**config.mk**
```make
export PLATFORM = sky130hd
export DESIGN_NAME = pipe_stage_skid
export DESIGN_NICKNAME = d
export VERILOG_FILES = /design/src/rtl/pipe_stage_skid_pkg.sv /design/src/rtl/pipe_stage_skid_sat_counter.sv /design/src/rtl/pipe_stage_skid.sv
export SDC_FILE = /design/constraint.sdc
export NUM_CORES = 1
export LEC_CHECK = 0
export BUFFER_PORTS_ARGS = -buffer_cell sky130_fd_sc_hd__buf_4
export CAP_MARGIN = 40
export CORE_AREA = 2 2 109 90
export CTS_CLUSTER_DIAMETER = 200
export CTS_CLUSTER_SIZE = 20
export DETAILED_ROUTE_END_ITERATION = 16
export DIE_AREA = 0 0 111 92
export GPL_TIMING_DRIVEN = 0
export PLACE_DENSITY = 0.92
export REMOVE_ABC_BUFFERS = 1
export SLEW_MARGIN = 40
export SYNTH_ARGS = -nofsm -noshare
export SYNTH_HDL_FRONTEND = slang
export SYNTH_SLANG_ARGS = --single-unit
```
**constraint.sdc**
```tcl
create_clock -name clk -period 3.28 [get_ports clk]
set_input_delay 0.164 -clock clk [delete_from_list [all_inputs] [get_ports clk]]
set_output_delay 0.164 -clock clk [all_outputs]
set_load 0.02 [all_outputs]
```
**src/rtl/pipe_stage_skid_pkg.sv**
```systemverilog
// Shared types and default widths for the handshaked pipeline stage register.
package pipe_stage_skid_pkg;

  localparam int DATA_W_DEF = 40;
  localparam int RG_W_DEF   = 4;
  localparam int WE_W_DEF   = 2;
  localparam int CNT_W_DEF  = 16;
  localparam int OCC_W      = 2;

  // One entry travelling between pipeline stages, at the default widths.
  typedef struct packed {
    logic                  kill;
    logic [WE_W_DEF-1:0]   we;
    logic [RG_W_DEF-1:0]   rg;
    logic [DATA_W_DEF-1:0] data;
  } stage_entry_t;

endpackage

```
**src/rtl/pipe_stage_skid_sat_counter.sv**
```systemverilog
// Saturating up-counter with enable; holds at all-ones, cleared only by reset.
module sat_counter
  import pipe_stage_skid_pkg::*;
#(
  parameter int W = CNT_W_DEF
) (
  input  logic         clk,
  input  logic         rst_n,
  input  logic         inc_i,
  output logic [W-1:0] cnt_o
);

  logic [W-1:0] cnt_q;
  logic [W-1:0] cnt_d;

  // Next count: step by one when enabled, but never wrap past all-ones.
  always_comb begin
    cnt_d = cnt_q;
    if (inc_i && (cnt_q != {W{1'b1}})) begin
      cnt_d = cnt_q + {{(W-1){1'b0}}, 1'b1};
    end
  end

  // Count register with synchronous active-low reset.
  always_ff @(posedge clk) begin
    if (!rst_n) begin
      cnt_q <= '0;
    end else begin
      cnt_q <= cnt_d;
    end
  end

  assign cnt_o = cnt_q;

endmodule

```
**src/rtl/pipe_stage_skid.sv**
```systemverilog
// Handshaked pipeline stage register with a 2-entry skid buffer (main M drives
// the outputs, skid S absorbs one extra entry), flush and a stall counter.
module pipe_stage_skid
  import pipe_stage_skid_pkg::*;
#(
  parameter int DATA_W = DATA_W_DEF,
  parameter int RG_W   = RG_W_DEF,
  parameter int WE_W   = WE_W_DEF,
  parameter int CNT_W  = CNT_W_DEF
) (
  input  logic              clk,
  input  logic              rst_n,
  input  logic              flush,
  input  logic              in_valid,
  output logic              in_ready,
  input  logic              in_kill,
  input  logic [WE_W-1:0]   in_we,
  input  logic [RG_W-1:0]   in_rg,
  input  logic [DATA_W-1:0] in_data,
  output logic              out_valid,
  input  logic              out_ready,
  output logic              out_kill,
  output logic [WE_W-1:0]   out_we,
  output logic [RG_W-1:0]   out_rg,
  output logic [DATA_W-1:0] out_data,
  output logic [OCC_W-1:0]  occ,
  output logic [CNT_W-1:0]  stall_cnt
);

  typedef struct packed {
    logic              kill;
    logic [WE_W-1:0]   we;
    logic [RG_W-1:0]   rg;
    logic [DATA_W-1:0] data;
  } entry_t;

  entry_t m_q, m_d, s_q, s_d, in_entry;
  logic   m_vld_q, m_vld_d, s_vld_q, s_vld_d;
  logic   acc, drn;

  assign in_entry = '{kill: in_kill, we: in_we, rg: in_rg, data: in_data};

  // Readiness depends only on the skid register, so out_ready never reaches in_ready.
  assign in_ready = !s_vld_q;
  assign acc      = in_valid && in_ready;
  assign drn      = m_vld_q && out_ready;

  // Next-state of M/S: S is only ever filled while M is held, so S valid
  // implies M valid and no accept can coincide with S being occupied.
  always_comb begin
    m_d     = m_q;
    s_d     = s_q;
    m_vld_d = m_vld_q;
    s_vld_d = s_vld_q;
    if (flush) begin
      m_vld_d = 1'b0;
      s_vld_d = 1'b0;
    end else if (!m_vld_q || drn) begin
      if (s_vld_q) begin
        m_d     = s_q;
        m_vld_d = 1'b1;
        s_vld_d = 1'b0;
      end else if (acc) begin
        m_d     = in_entry;
        m_vld_d = 1'b1;
      end else begin
        m_vld_d = 1'b0;
      end
    end else if (acc) begin
      s_d     = in_entry;
      s_vld_d = 1'b1;
    end
  end

  // Storage registers; reset clears payload too so outputs read zero after reset.
  always_ff @(posedge clk) begin
    if (!rst_n) begin
      m_q     <= '0;
      s_q     <= '0;
      m_vld_q <= 1'b0;
      s_vld_q <= 1'b0;
    end else begin
      m_q     <= m_d;
      s_q     <= s_d;
      m_vld_q <= m_vld_d;
      s_vld_q <= s_vld_d;
    end
  end

  sat_counter #(.W(CNT_W)) u_stall_cnt (
    .clk   (clk),
    .rst_n (rst_n),
    .inc_i (m_vld_q && !out_ready),
    .cnt_o (stall_cnt)
  );

  assign out_valid = m_vld_q;
  assign out_kill  = m_q.kill;
  assign out_we    = m_q.we & ~{WE_W{m_q.kill}};
  assign out_rg    = m_q.rg;
  assign out_data  = m_q.data;
  assign occ       = {1'b0, m_vld_q} + {1'b0, s_vld_q};

  // A held skid entry without a main entry would break FIFO order.
  a_no_orphan_skid : assert property (@(posedge clk) disable iff (!rst_n) !(s_vld_q && !m_vld_q));

endmodule

```
==> metrics.log, run 1 <==
[metrics] run status: complete, no violations
[metrics] internal power contribution: 2.14 mW
[metrics] arrival time reported for the critical path endpoint: 2.91 ns
[metrics] portion of total power attributed to the clock network: 0.377
[metrics] hpwl dp: 7.88 mm
[metrics] Final period util: 0.814
[metrics] average instance area after synthesis: 8.56 µm²
[metrics] worst slack at placement: 0.670 ns
[metrics] deepest level of the CTS H-tree: 3
[metrics] type of the most critical hold path: in2reg
[metrics] yosys warns: 0
[metrics] WP data required: approximately 3.5 ns
[metrics] number of distinct library cell variants in the gate-level netlist after synthesis: 32
[metrics] post-route antenna net violation count: 0
[metrics] cts-stage hold buffer count: 0
[metrics] number of cells traversed by the worst register-to-register path: 9
[metrics] total setup violations reported at the end of the flow: 0
[metrics] width of the chip: 111 µm
[metrics] via count of the first global-routing pass: 4048
[metrics] CP Capture Point: out_data[11]
[metrics] Crit Reg-Reg Startpoint: s_vld_q
[metrics] largest voltage drop on the vdd net: between 0.3 and 0.4 mV
[metrics] deepest clock path buffer count: 2
[metrics] initial drt markers: 245
[metrics] Clk Tree Root Cell: sky130_fd_sc_hd__clkbuf_16
[metrics] portion of total power attributed to sequential cells: 0.508
[metrics] design area: 5940 µm²
[metrics] share of flip-flops with an asynchronous set or reset: 0
[metrics] switching part of the total: 0.242
[metrics] count of standard-cell rows: 32
[metrics] number of flops mapped to enable cells by yosys: 0
[metrics] number of buffers inserted by port buffering: between 100 and 150
[metrics] share of layout cells above drive strength 1: 0.241
[metrics] GR Util All Layers: 0.225
[metrics] maxcap violations: 0
[metrics] Tightest Pin Transition: between 0.7 and 0.8 ns
[metrics] endpoint of the worst register-to-register path: out_data[11]
[metrics] buffers inserted during post-CTS setup optimization: 0
[metrics] routed wire length per instance: 15.1 µm
[metrics] part of the Yosys area used for sequential elements: 0.457
[metrics] number of antenna cells inserted: 0
[metrics] layout overhead on the synthesized area: 21.1%
[metrics] worst-case clock skew: ~0.0063 ns
[metrics] wire length reported by the detailed router: 11.4 mm
[metrics] final hold viol count: 0
[metrics] type of the worst setup path: reg2reg
[metrics] clock-pin transition on the worst setup and hold timing paths: around 0.07 ns
[metrics] Final Net Count: about 700
[metrics] combinational fraction of design power: 0.115
[metrics] Post-synth top flop: sky130_fd_sc_hd__dfxtp_1
[metrics] I/O pin total: 119
[metrics] worst skew pair latency: ~0.34 ns
[metrics] max-slew violations: 0
[metrics] routability congestion estimate from global placement: slightly below 0.9
[metrics] worst hold slack: between 0.07 and 0.08 ns
[metrics] setup repair after global routing missed its margin: no
[metrics] leakage power: 2.20 nW
[metrics] share of the core filled with cells in the final layout: 0.642
[metrics] switching power of the nets: 682 µW
[metrics] CTS tree: built
[metrics] gr ovfl total: 0
[metrics] first-pass GRT wire length: roughly 19 mm
[metrics] clock net sink count: 112
[metrics] placed instance area: 5640 µm²
[metrics] Crit. End Element: register
[metrics] Netlist Area Pre-Place: 4910 µm²
[metrics] min setup slack post-route: a little over 0.6 ns
[metrics] effective utilization at floorplan: 0.530
[metrics] maximum frequency from static timing analysis: 374 MHz
[metrics] vias after detailed routing: 4186
[metrics] final sum of negative setup slack: 0 ns
[metrics] worst-path maximum fanout: 27
[metrics] die span in y: 92 µm
[metrics] met2 layer wire length in the routed design: between 5 and 6 mm
[metrics] Resized Gates After CTS: 0
[metrics] Die Area: 10200 µm²
[metrics] Routed met3 length: ~630 µm
[metrics] worst relative slew slack: 0.489
[metrics] reg-to-reg slack, setup: ~0.6 ns
[metrics] sum of routed wire segments on met1: 4.77 mm
[metrics] uppermost routed layer: met4
[metrics] number of iterations in the first detailed-routing pass: 4
[metrics] power per cell area: between 400 and 500 nW/µm²
[metrics] total CTS buffers: 9
[metrics] post-synthesis sequential element count: roughly 110
[metrics] fin crit period: 2.67 ns
[metrics] pin count of the biggest net entering global routing: 65
[metrics] start point of the critical path: s_vld_q
[metrics] detailed-route DRC error count: 0
[metrics] core area: 9250 µm²
[metrics] antenna violations before repair: 0
[metrics] nature of the critical path startpoint: register
[metrics] post-detailed-route via-to-cell ratio: about 5.5
[metrics] number of instances in the synthesized netlist: 573
-- per-stage QoR --
step / instances / power, mW
2_1_floorplan: 488 / 1.63
5_1_grt: 755 / 2.92
4_1_cts: 755 / 2.84
3_3_place_gp: 725 / 1.77
3_5_place_dp: 739 / 1.79
6_report: 755 / 2.82
-- layout make-up --
class / instances / area, µm²
inverter: 2 / 12.5
clock buffer: 13 / 272
fill: 760 / 3310
clock inverter: 3 / 23.8
timing repair buffer: 132 / 1050
tap: 119 / 149
sequential: 112 / 2250
multi-input combinational: 374 / 2180
-- flip-flops by register name, indices dropped and copies added, names as in the netlist --
name / flops
s_q: 47
out_data: 40
u_stall_cnt.cnt_o: 16
out_rg: 4
m_q: 2
out_kill: 1
out_valid: 1
s_vld_q: 1
-- placed cells by master (no fill, tap or decap), types with 4 or more instances in the layout --
cell                        count
sky130_fd_sc_hd__nor2_1        51
sky130_fd_sc_hd__a211oi_1      49
sky130_fd_sc_hd__nand3_1        7
sky130_fd_sc_hd__a21oi_1       55
sky130_fd_sc_hd__buf_2          4
sky130_fd_sc_hd__nand2b_1       8
sky130_fd_sc_hd__nor4_1         4
sky130_fd_sc_hd__nand2_1      107
sky130_fd_sc_hd__buf_4        124
sky130_fd_sc_hd__clkbuf_16     10
sky130_fd_sc_hd__dfxtp_1      111
sky130_fd_sc_hd__o21ai_0        6
sky130_fd_sc_hd__mux2i_1       55
sky130_fd_sc_hd__nand4_1        4
-- critical path, stage by stage (launching register included) --
cell                       delay, ns
sky130_fd_sc_hd__dfxtp_4        0.65
sky130_fd_sc_hd__nor2_1         0.17
sky130_fd_sc_hd__nor3_2         0.46
sky130_fd_sc_hd__buf_2          0.30
sky130_fd_sc_hd__buf_4          0.21
sky130_fd_sc_hd__buf_4          0.18
sky130_fd_sc_hd__buf_4          0.18
sky130_fd_sc_hd__buf_4          0.16
sky130_fd_sc_hd__nor2_1         0.04
sky130_fd_sc_hd__a211oi_1       0.22
-- cells in the mapped netlist (3+ instances only) --
| cell | n | area share |
|---|---|---|
| sky130_fd_sc_hd__o21ai_0 | 6 | 0.0061 |
| sky130_fd_sc_hd__nor3_1 | 5 | 0.0051 |
| sky130_fd_sc_hd__buf_1 | 3 | 0.0023 |
| sky130_fd_sc_hd__nand3_1 | 8 | 0.0082 |
| sky130_fd_sc_hd__nand4_1 | 4 | 0.0051 |
| sky130_fd_sc_hd__buf_2 | 12 | 0.012 |
| sky130_fd_sc_hd__dfxtp_1 | 112 | 0.46 |
| sky130_fd_sc_hd__nor4_1 | 4 | 0.0051 |
| sky130_fd_sc_hd__nand2_1 | 107 | 0.082 |
| sky130_fd_sc_hd__buf_4 | 44 | 0.067 |
| sky130_fd_sc_hd__clkbuf_1 | 25 | 0.019 |
| sky130_fd_sc_hd__a211oi_1 | 49 | 0.075 |
| sky130_fd_sc_hd__a21oi_1 | 55 | 0.056 |
| sky130_fd_sc_hd__mux2i_1 | 55 | 0.11 |
| sky130_fd_sc_hd__nand2b_1 | 8 | 0.010 |
| sky130_fd_sc_hd__nor2b_1 | 3 | 0.0038 |
| sky130_fd_sc_hd__nor2_1 | 51 | 0.039 |
| sky130_fd_sc_hd__or3_1 | 3 | 0.0038 |
-- worst min-delay path by stage --
stage                      from       to  slack (ns)  depth (start not counted)
finish              in_data[36]  s_q[36]        0.07                          3
detailed placement   in_data[0]   s_q[0]        0.43                          3
global route        in_data[36]  s_q[36]        0.07                          3
global placement     in_data[5]   s_q[5]        0.42                          3
CTS                  in_data[0]   s_q[0]        0.06                          3
floorplan            in_data[0]   s_q[0]        0.30                          2
-- logic make-up (layout without fill, tap and decap cells) --
group	after synthesis	count (layout)	share of synthesized area
buf+inv	87	150	0.104
compound gates	114	114	0.144
flops	112	112	0.457
simple gates	203	203	0.179
fa+ha+maj	2	2	0.00510
mux	55	55	0.112
-- power groups by stage --
stage,Combinational [mW],Sequential (mW),Clock (mW)
after floorplan,0.117,1.51,0
after detailed placement,0.324,1.46,0
after global routing,0.349,1.44,1.13
final,0.324,1.43,1.06
after CTS,0.325,1.43,1.09
after global placement,0.310,1.46,0
-- per-layer routing --
layer	global-route usage	vias to the layer above
met5	0	-
met4	0.0802	0
met3	0.0509	25
met2	0.405	138
met1	0.264	1971
li1	-	2052
No activity file was read; power rests on OpenSTA's default activity.
==> inputs of run 2 (changes only) <==
- CORE_AREA: 2 2 109 90 -> 2 2 117 96
- DIE_AREA: 0 0 111 92 -> 0 0 119 98
- PLACE_DENSITY: 0.92 -> 0.86
- clock period: 3.28 -> 2.2 ns (I/O delays scaled with it)
==> run 2 against run 1 <==
Effect of this change: die area grew 14%; non-clock buffer count grew 3; global-route usage shrank 3.2 points; critical path depth shrank 1; fmax grew 32%; clock power grew 57%; sequential cell count is the same; largest cell class unchanged.
==> metrics.log, run 2 (synthesized netlist as in run 1, its figures left out) <==
[metrics] type of the most critical hold path: in2reg
[metrics] number of flip-flops in the largest register: 47
[metrics] startpoint of the tightest hold check path: in_data[19]
[metrics] setup repair after global routing missed its margin: no
[metrics] gr ovfl total: 0
[metrics] post-route antenna net violation count: 0
[metrics] pin count of the biggest net entering global routing: 53
[metrics] reg-to-reg slack, setup: ~0.17 ns
[metrics] GR Util All Layers: 0.193
[metrics] maximum frequency from static timing analysis: between 400 and 500 MHz
[metrics] worst-case clock skew: 0.00398 ns
[metrics] first-pass GRT wire length: 18.4 mm
[metrics] vias after detailed routing: 4138
[metrics] critical path's slowest cell: sky130_fd_sc_hd__dfxtp_1
[metrics] via count of the first global-routing pass: 3981
[metrics] total CTS buffers: 9
[metrics] Final period util: 0.922
[metrics] Clk Tree Root Cell: sky130_fd_sc_hd__clkbuf_16
[metrics] delay contributed by the slowest stage of the critical path: 0.36 ns
[metrics] clock net sink count: 112
[metrics] wire length reported by the detailed router: ~11 mm
[metrics] width of the chip: 119 µm
[metrics] Non-Filler Instances: 783
[metrics] arrival time reported for the critical path endpoint: approximately 2.3 ns
[metrics] number of cells traversed by the worst register-to-register path: 8
[metrics] fin crit period: 2.03 ns
[metrics] Placed Instances: 763
[metrics] Die Area: about 12000 µm²
[metrics] largest voltage drop on the vdd net: 0.672 mV
[metrics] number of iterations in the first detailed-routing pass: 4
[metrics] worst relative slew slack: 0.531
[metrics] type of the worst setup path: reg2reg
[metrics] hpwl dp: 7.68 mm
[metrics] Worst Hold End: s_q[19]
[metrics] endpoint of the worst register-to-register path: out_data[10]
[metrics] highest-count cells in the layout ignoring fill and taps: sky130_fd_sc_hd__buf_4, sky130_fd_sc_hd__dfxtp_1, sky130_fd_sc_hd__nand2_1, sky130_fd_sc_hd__mux2i_1, sky130_fd_sc_hd__a21oi_1
[metrics] detailed-route DRC error count: 0
[metrics] post-detailed-route via-to-cell ratio: 5.28
[metrics] initial drt markers: 250
[metrics] Crit Reg-Reg Startpoint: out_valid
[metrics] routability congestion estimate from global placement: 0.857
[metrics] routed wire length per instance: 14.5 µm
[metrics] total setup violations reported at the end of the flow: 0
[metrics] worst hold slack: between 0.02 and 0.025 ns
[metrics] die span in y: 98 µm
[metrics] min setup slack post-route: 0.172 ns
[metrics] run status: complete, no violations
[metrics] share of layout cells above drive strength 1: 0.247
[metrics] count of standard-cell rows: 34
[metrics] final sum of negative setup slack: 0 ns
[metrics] antenna violations before repair: 0
[metrics] Tightest Pin Transition: 0.699 ns
[metrics] max-slew violations: 0
[metrics] cell count of the worst hold path: 3
[metrics] most common cell after layout, fill and taps aside: sky130_fd_sc_hd__buf_4
[metrics] deepest level of the CTS H-tree: 3
[metrics] effective utilization at floorplan: 0.463
[metrics] Crit. End Element: register
[metrics] core area: 10600 µm²
[metrics] placed instance area: 5640 µm²
[metrics] leakage power: 2.22 nW
[metrics] cts-stage hold buffer count: 0
[metrics] worst-path maximum fanout: 11
[metrics] top register by number of flip-flops: s_q
[metrics] design area: 5990 µm²
[metrics] final hold viol count: 0
[metrics] worst slack at placement: -0.207 ns
[metrics] CTS tree: built
[metrics] deepest clock path buffer count: 2
[metrics] cells along the critical path: nor2b_2 -> nor3_4 -> buf_4 -> buf_4 -> buf_2 -> buf_2 -> nor2_1 -> a211oi_1
[metrics] Final Net Count: 688
[metrics] I/O pin total: ~120
[metrics] number of antenna cells inserted: 0
[metrics] nature of the critical path startpoint: register
[metrics] WP data required: around 2.5 ns
[metrics] power per cell area: between 700 and 800 nW/µm²
[metrics] layout overhead on the synthesized area: 22.1%
[metrics] worst skew pair latency: approximately 0.34 ns
[metrics] clock-pin transition on the worst setup and hold timing paths: around 0.07 ns
[metrics] maxcap violations: 0
[metrics] number of buffers inserted by port buffering: 118
run 2: cell count changes in the layout (fill, tap and decap cells not counted), moves of 2 or more:
cell                         delta
sky130_fd_sc_hd__buf_16         -2
sky130_fd_sc_hd__buf_2          +2
sky130_fd_sc_hd__clkinv_2       +3
sky130_fd_sc_hd__clkinvlp_4     -2
run 2: final cells by class:
type | instances | area [µm²]
multi-input cells | 374 | 2190
repair buffers | 135 | 1050
flip-flops and latches | 112 | 2250
well taps | 144 | 180
clock inverters | 5 | 53.8
clock buffers | 11 | 254
fillers | 909 | 4600
inverters | 2 | 12.5
run 2: where the power goes:
group / switching, mW / internal [mW]
combinational: 0.261 / 0.219
sequential: 0.0410 / 2.09
clock: 0.713 / 0.949
run 2: stage by stage:
step	util	power (mW)
3_5_place_dp	0.532	2.66
4_1_cts	0.563	4.33
5_1_grt	0.565	4.46
3_3_place_gp	0.517	2.65
6_report	0.565	4.28
2_1_floorplan	-	2.42
run 2: what timing repair did:
action	4_1_cts	5_1_grt
setup endpoints to repair	13	6
buffers inserted	1	3
pin swaps	0	1
resized for setup	1	1
run 2: worst max-delay path by stage:
| stage | slack (ns) | from | depth (start not counted) | end |
|---|---|---|---|---|
| global route | 0.03 | out_valid | 8 | out_data[10] |
| CTS | 0.03 | s_vld_q | 8 | out_data[10] |
| detailed placement | -0.21 | s_vld_q | 8 | out_data[10] |
| global placement | -8.10 | s_vld_q | 3 | out_data[24] |
| floorplan | -5.17 | s_vld_q | 3 | m_q[44] |
| finish | 0.17 | out_valid | 8 | out_data[10] |
run 2: worst max-delay path: cells and delay by family, from the launching register on:
kind | cells | cell delay, ns
buffers and inverters | 4 | 0.83
and+or+nand+nor | 3 | 0.51
DFF | 1 | 0.36
AOI/OAI and AO/OA | 1 | 0.23
run 2: metal layers:
layer / routed length, µm / share of wire / vias to the layer above / global-route usage
met5: 0 / 0 / - / 0
met4: 173 / 0.015 / 0 / 0.0723
met3: 550 / 0.048 / 12 / 0.0438
met2: 5620 / 0.49 / 117 / 0.345
met1: 5040 / 0.44 / 1961 / 0.227
li1: - / - / 2048 / -
==> inputs of run 3 (changes only) <==
- ABC_AREA: not set -> 1
- CORE_AREA: 2 2 117 96 -> 2 2 119 98
- DIE_AREA: 0 0 119 98 -> 0 0 121 100
- PLACE_DENSITY: 0.86 -> 0.88
==> run 3 against run 2 <==
Effect of this change: final cell count is 18% higher; clock skew is 0.0043 ns higher; via count is 9.2% higher; sequential power hardly changed; first-iteration DRC count is 25% higher; core utilization is 1.3 points lower; fmax is 2.1% higher; critical path depth is 3 lower; setup slack better by 0.043 ns; largest cell class unchanged; synthesized cell count is 27% higher; die area is 3.8% higher; combinational power is 1% higher.
==> metrics.log, run 3 <==
[metrics] count of standard-cell rows: 35
[metrics] worst hold slack: around 0.018 ns
[metrics] vias after detailed routing: between 4000 and 5000
[metrics] design area: 6120 µm²
[metrics] share of the synthesized area in compound gates (AO/OA/AOI/OAI): 0.217
[metrics] number of antenna cells inserted: 0
[metrics] width of the chip: 121 µm
[metrics] Synth area leaders: sky130_fd_sc_hd__dfxtp_1, sky130_fd_sc_hd__a21oi_1, sky130_fd_sc_hd__o21ai_0
[metrics] die span in y: 100 µm
[metrics] Final Net Count: slightly above 800
[metrics] Die Area: ~12000 µm²
[metrics] yosys warns: 0
[metrics] effective utilization at floorplan: 0.476
[metrics] fin crit period: around 2.0 ns
[metrics] count of fill cells added during filler insertion: 1045
[metrics] number of distinct library cell variants in the gate-level netlist after synthesis: 26
[metrics] simple-gate share of the synthesized area: 0.163
[metrics] number of iterations in the first detailed-routing pass: 4
[metrics] GR Util All Layers: 0.176
[metrics] maximum frequency from static timing analysis: 504 MHz
[metrics] Crit. End Element: register
[metrics] total CTS buffers: 9
[metrics] final sum of negative setup slack: 0 ns
[metrics] average instance area after synthesis: 7.25 µm²
[metrics] number of buffers inserted by port buffering: roughly 120
[metrics] hpwl dp: just under 7 mm
[metrics] top register by number of flip-flops: s_q
[metrics] buffers inserted during post-CTS setup optimization: 0
[metrics] number of flip-flops in the largest register: 47
[metrics] largest voltage drop on the vdd net: 0.397 mV
[metrics] via count of the first global-routing pass: 4052
[metrics] worst slack at placement: -0.105 ns
[metrics] Final period util: 0.902
[metrics] CTS tree: built
[metrics] pin count of the biggest net entering global routing: 112
[metrics] routability congestion estimate from global placement: 0.828
[metrics] gr ovfl total: 0
[metrics] setup repair after global routing missed its margin: no
[metrics] min setup slack post-route: 0.215 ns
[metrics] reg-to-reg slack, setup: 0.21 ns
[metrics] deepest level of the CTS H-tree: 3
[metrics] most common cell after layout, fill and taps aside: sky130_fd_sc_hd__buf_4
[metrics] most used standard cells in the synthesized netlist: sky130_fd_sc_hd__dfxtp_1, sky130_fd_sc_hd__nand2_1, sky130_fd_sc_hd__a21oi_1, sky130_fd_sc_hd__inv_1, sky130_fd_sc_hd__o21ai_0
[metrics] worst relative slew slack: 0.556
[metrics] proportion of synthesized area in mux cells: 0
[metrics] most frequent cell after synthesis: sky130_fd_sc_hd__dfxtp_1
[metrics] xor/xnor share of the synthesized area: 0
[metrics] number of cells traversed by the worst register-to-register path: 5
[metrics] cells along the critical path: inv_1 -> nand4_4 -> clkinv_8 -> o21ai_0 -> a21oi_1
[metrics] Post-synth top flop: sky130_fd_sc_hd__dfxtp_1
[metrics] delay contributed by the slowest stage of the critical path: 0.58 ns
[metrics] share of flip-flops with an asynchronous set or reset: 0
[metrics] critical path's slowest cell: sky130_fd_sc_hd__dfxtp_4
[metrics] Clk Tree Root Cell: sky130_fd_sc_hd__clkbuf_16
[metrics] max-slew violations: 0
[metrics] antenna violations before repair: 0
[metrics] number of flops mapped to enable cells by yosys: 0
[metrics] part of the Yosys area used for sequential elements: 0.425
[metrics] post-layout total power: between 4 and 5 mW
[metrics] number of instances in the synthesized netlist: 727
[metrics] first-pass GRT wire length: 17.5 mm
[metrics] Crit Reg-Reg Startpoint: s_vld_q
[metrics] wire length reported by the detailed router: 10.6 mm
[metrics] post-route antenna net violation count: 0
[metrics] clock-pin transition on the worst setup and hold timing paths: 0.07 ns
[metrics] final hold viol count: 0
[metrics] worst skew pair latency: 0.34 ns
[metrics] Worst Hold End: s_q[19]
[metrics] worst-path maximum fanout: 83
[metrics] I/O pin total: 119
[metrics] Tightest Pin Transition: 0.666 ns
[metrics] WP data required: 2.42 ns
[metrics] layout overhead on the synthesized area: 16.1%
[metrics] dominant combinational cell family by area after synthesis: compound AO/OA/AOI/OAI gates
[metrics] routed wire length per instance: between 10 and 15 µm
[metrics] cell count of the worst hold path: 3
[metrics] endpoint of the worst register-to-register path: s_q[7]
[metrics] post-synthesis sequential element count: 112
[metrics] power per cell area: 710 nW/µm²
[metrics] highest-count cells in the layout ignoring fill and taps: sky130_fd_sc_hd__buf_4, sky130_fd_sc_hd__dfxtp_1, sky130_fd_sc_hd__nand2_1, sky130_fd_sc_hd__inv_1, sky130_fd_sc_hd__a21oi_1
[metrics] core area: 11100 µm²
[metrics] startpoint of the tightest hold check path: in_data[19]
[metrics] register area: 2250 µm²
[metrics] type of the worst setup path: reg2reg
[metrics] arrival time reported for the critical path endpoint: between 2 and 2.5 ns
[metrics] post-detailed-route via-to-cell ratio: 4.88
[metrics] Netlist Area Pre-Place: 5270 µm²
[metrics] Synth Area in Adders: 0.00474
[metrics] initial drt markers: 312
[metrics] maxcap violations: 0
[metrics] type of the most critical hold path: in2reg
[metrics] share of layout cells above drive strength 1: 0.196
[metrics] library cell occupying the most area in the post-synthesis netlist: sky130_fd_sc_hd__dfxtp_1
[metrics] total setup violations reported at the end of the flow: 0
[metrics] worst-case clock skew: about 0.0083 ns
[metrics] leakage power: 2.68 nW
[metrics] clock net sink count: 112
[metrics] placed instance area: 5770 µm²
[metrics] nature of the critical path startpoint: register
[metrics] detailed-route DRC error count: 0
[metrics] multi-input gate area in the final layout: 2040 µm²
[metrics] deepest clock path buffer count: 2
[metrics] run status: complete, no violations
[metrics] top-area cell type share of the netlist area: 0.425
-- run 3: cell types whose count changed in the layout (fill, tap and decap cells not counted), sizes merged, moves of 4 or more --
cell,delta
o21ai,+126
mux2i,-55
nor2,+16
nand3,+13
buf,-15
nor3,-4
a21oi,+41
inv,+96
a211oi,-49
nor4,-4
nand2b,-8
-- run 3: cells by family after synthesis --
| family | count (synthesis) |
|---|---|
| compound gates | 228 |
| fa+ha+maj | 2 |
| buf+inv | 187 |
| flops | 112 |
| simple gates | 198 |
-- run 3: worst max-delay path by stage --
| stage | from | to | cells past startpoint |
|---|---|---|---|
| detailed placement | s_vld_q | s_q[14] | 5 |
| global placement | s_vld_q | s_q[7] | 5 |
| global route | s_vld_q | s_q[18] | 5 |
| CTS | s_vld_q | s_q[18] | 5 |
| finish | s_vld_q | s_q[7] | 5 |
| floorplan | s_vld_q | s_q[10] | 5 |
-- run 3: metal layers --
layer	track usage	share of wire
met5	0	0
met4	0.0519	0.0075
met3	0.0580	0.077
met2	0.304	0.46
met1	0.209	0.46
-- run 3: final cells by class --
cell class                 count  share of cell area
sequential                   112               0.367
multi-input combinational    428               0.334
timing repair buffer         122               0.155
inverter                      99              0.0631
clock buffer                  11              0.0380
tap                          148              0.0302
clock inverter                 5              0.0133
-- run 3: repair_timing --
item	4_1_cts	5_1_grt
gates resized for setup	1	4
endpoints found under the hold margin	2	0
hold buffers	2	0
setup endpoints to repair	37	46
-- run 3: worst max-delay path: cells and delay by family, from the launching register on --
kind | cells | cell delay [ns]
AO/OA/AOI/OAI | 2 | 0.31
buffers and inverters | 2 | 0.58
flip-flops | 1 | 0.58
AND/OR/NAND/NOR | 1 | 0.30
-- run 3: metrics by stage --
step | cells | util
after global placement | 905 | 0.516
after detailed placement | 907 | 0.521
after CTS | 925 | 0.551
after floorplan | 639 | -
final | 925 | 0.553
after global routing | 925 | 0.553
-- run 3: where the power goes --
part	internal (mW)	switching, mW
Sequential	2.10	0.0423
Clock	1.00	0.720
Combinational	0.214	0.272
Total	3.32	1.03
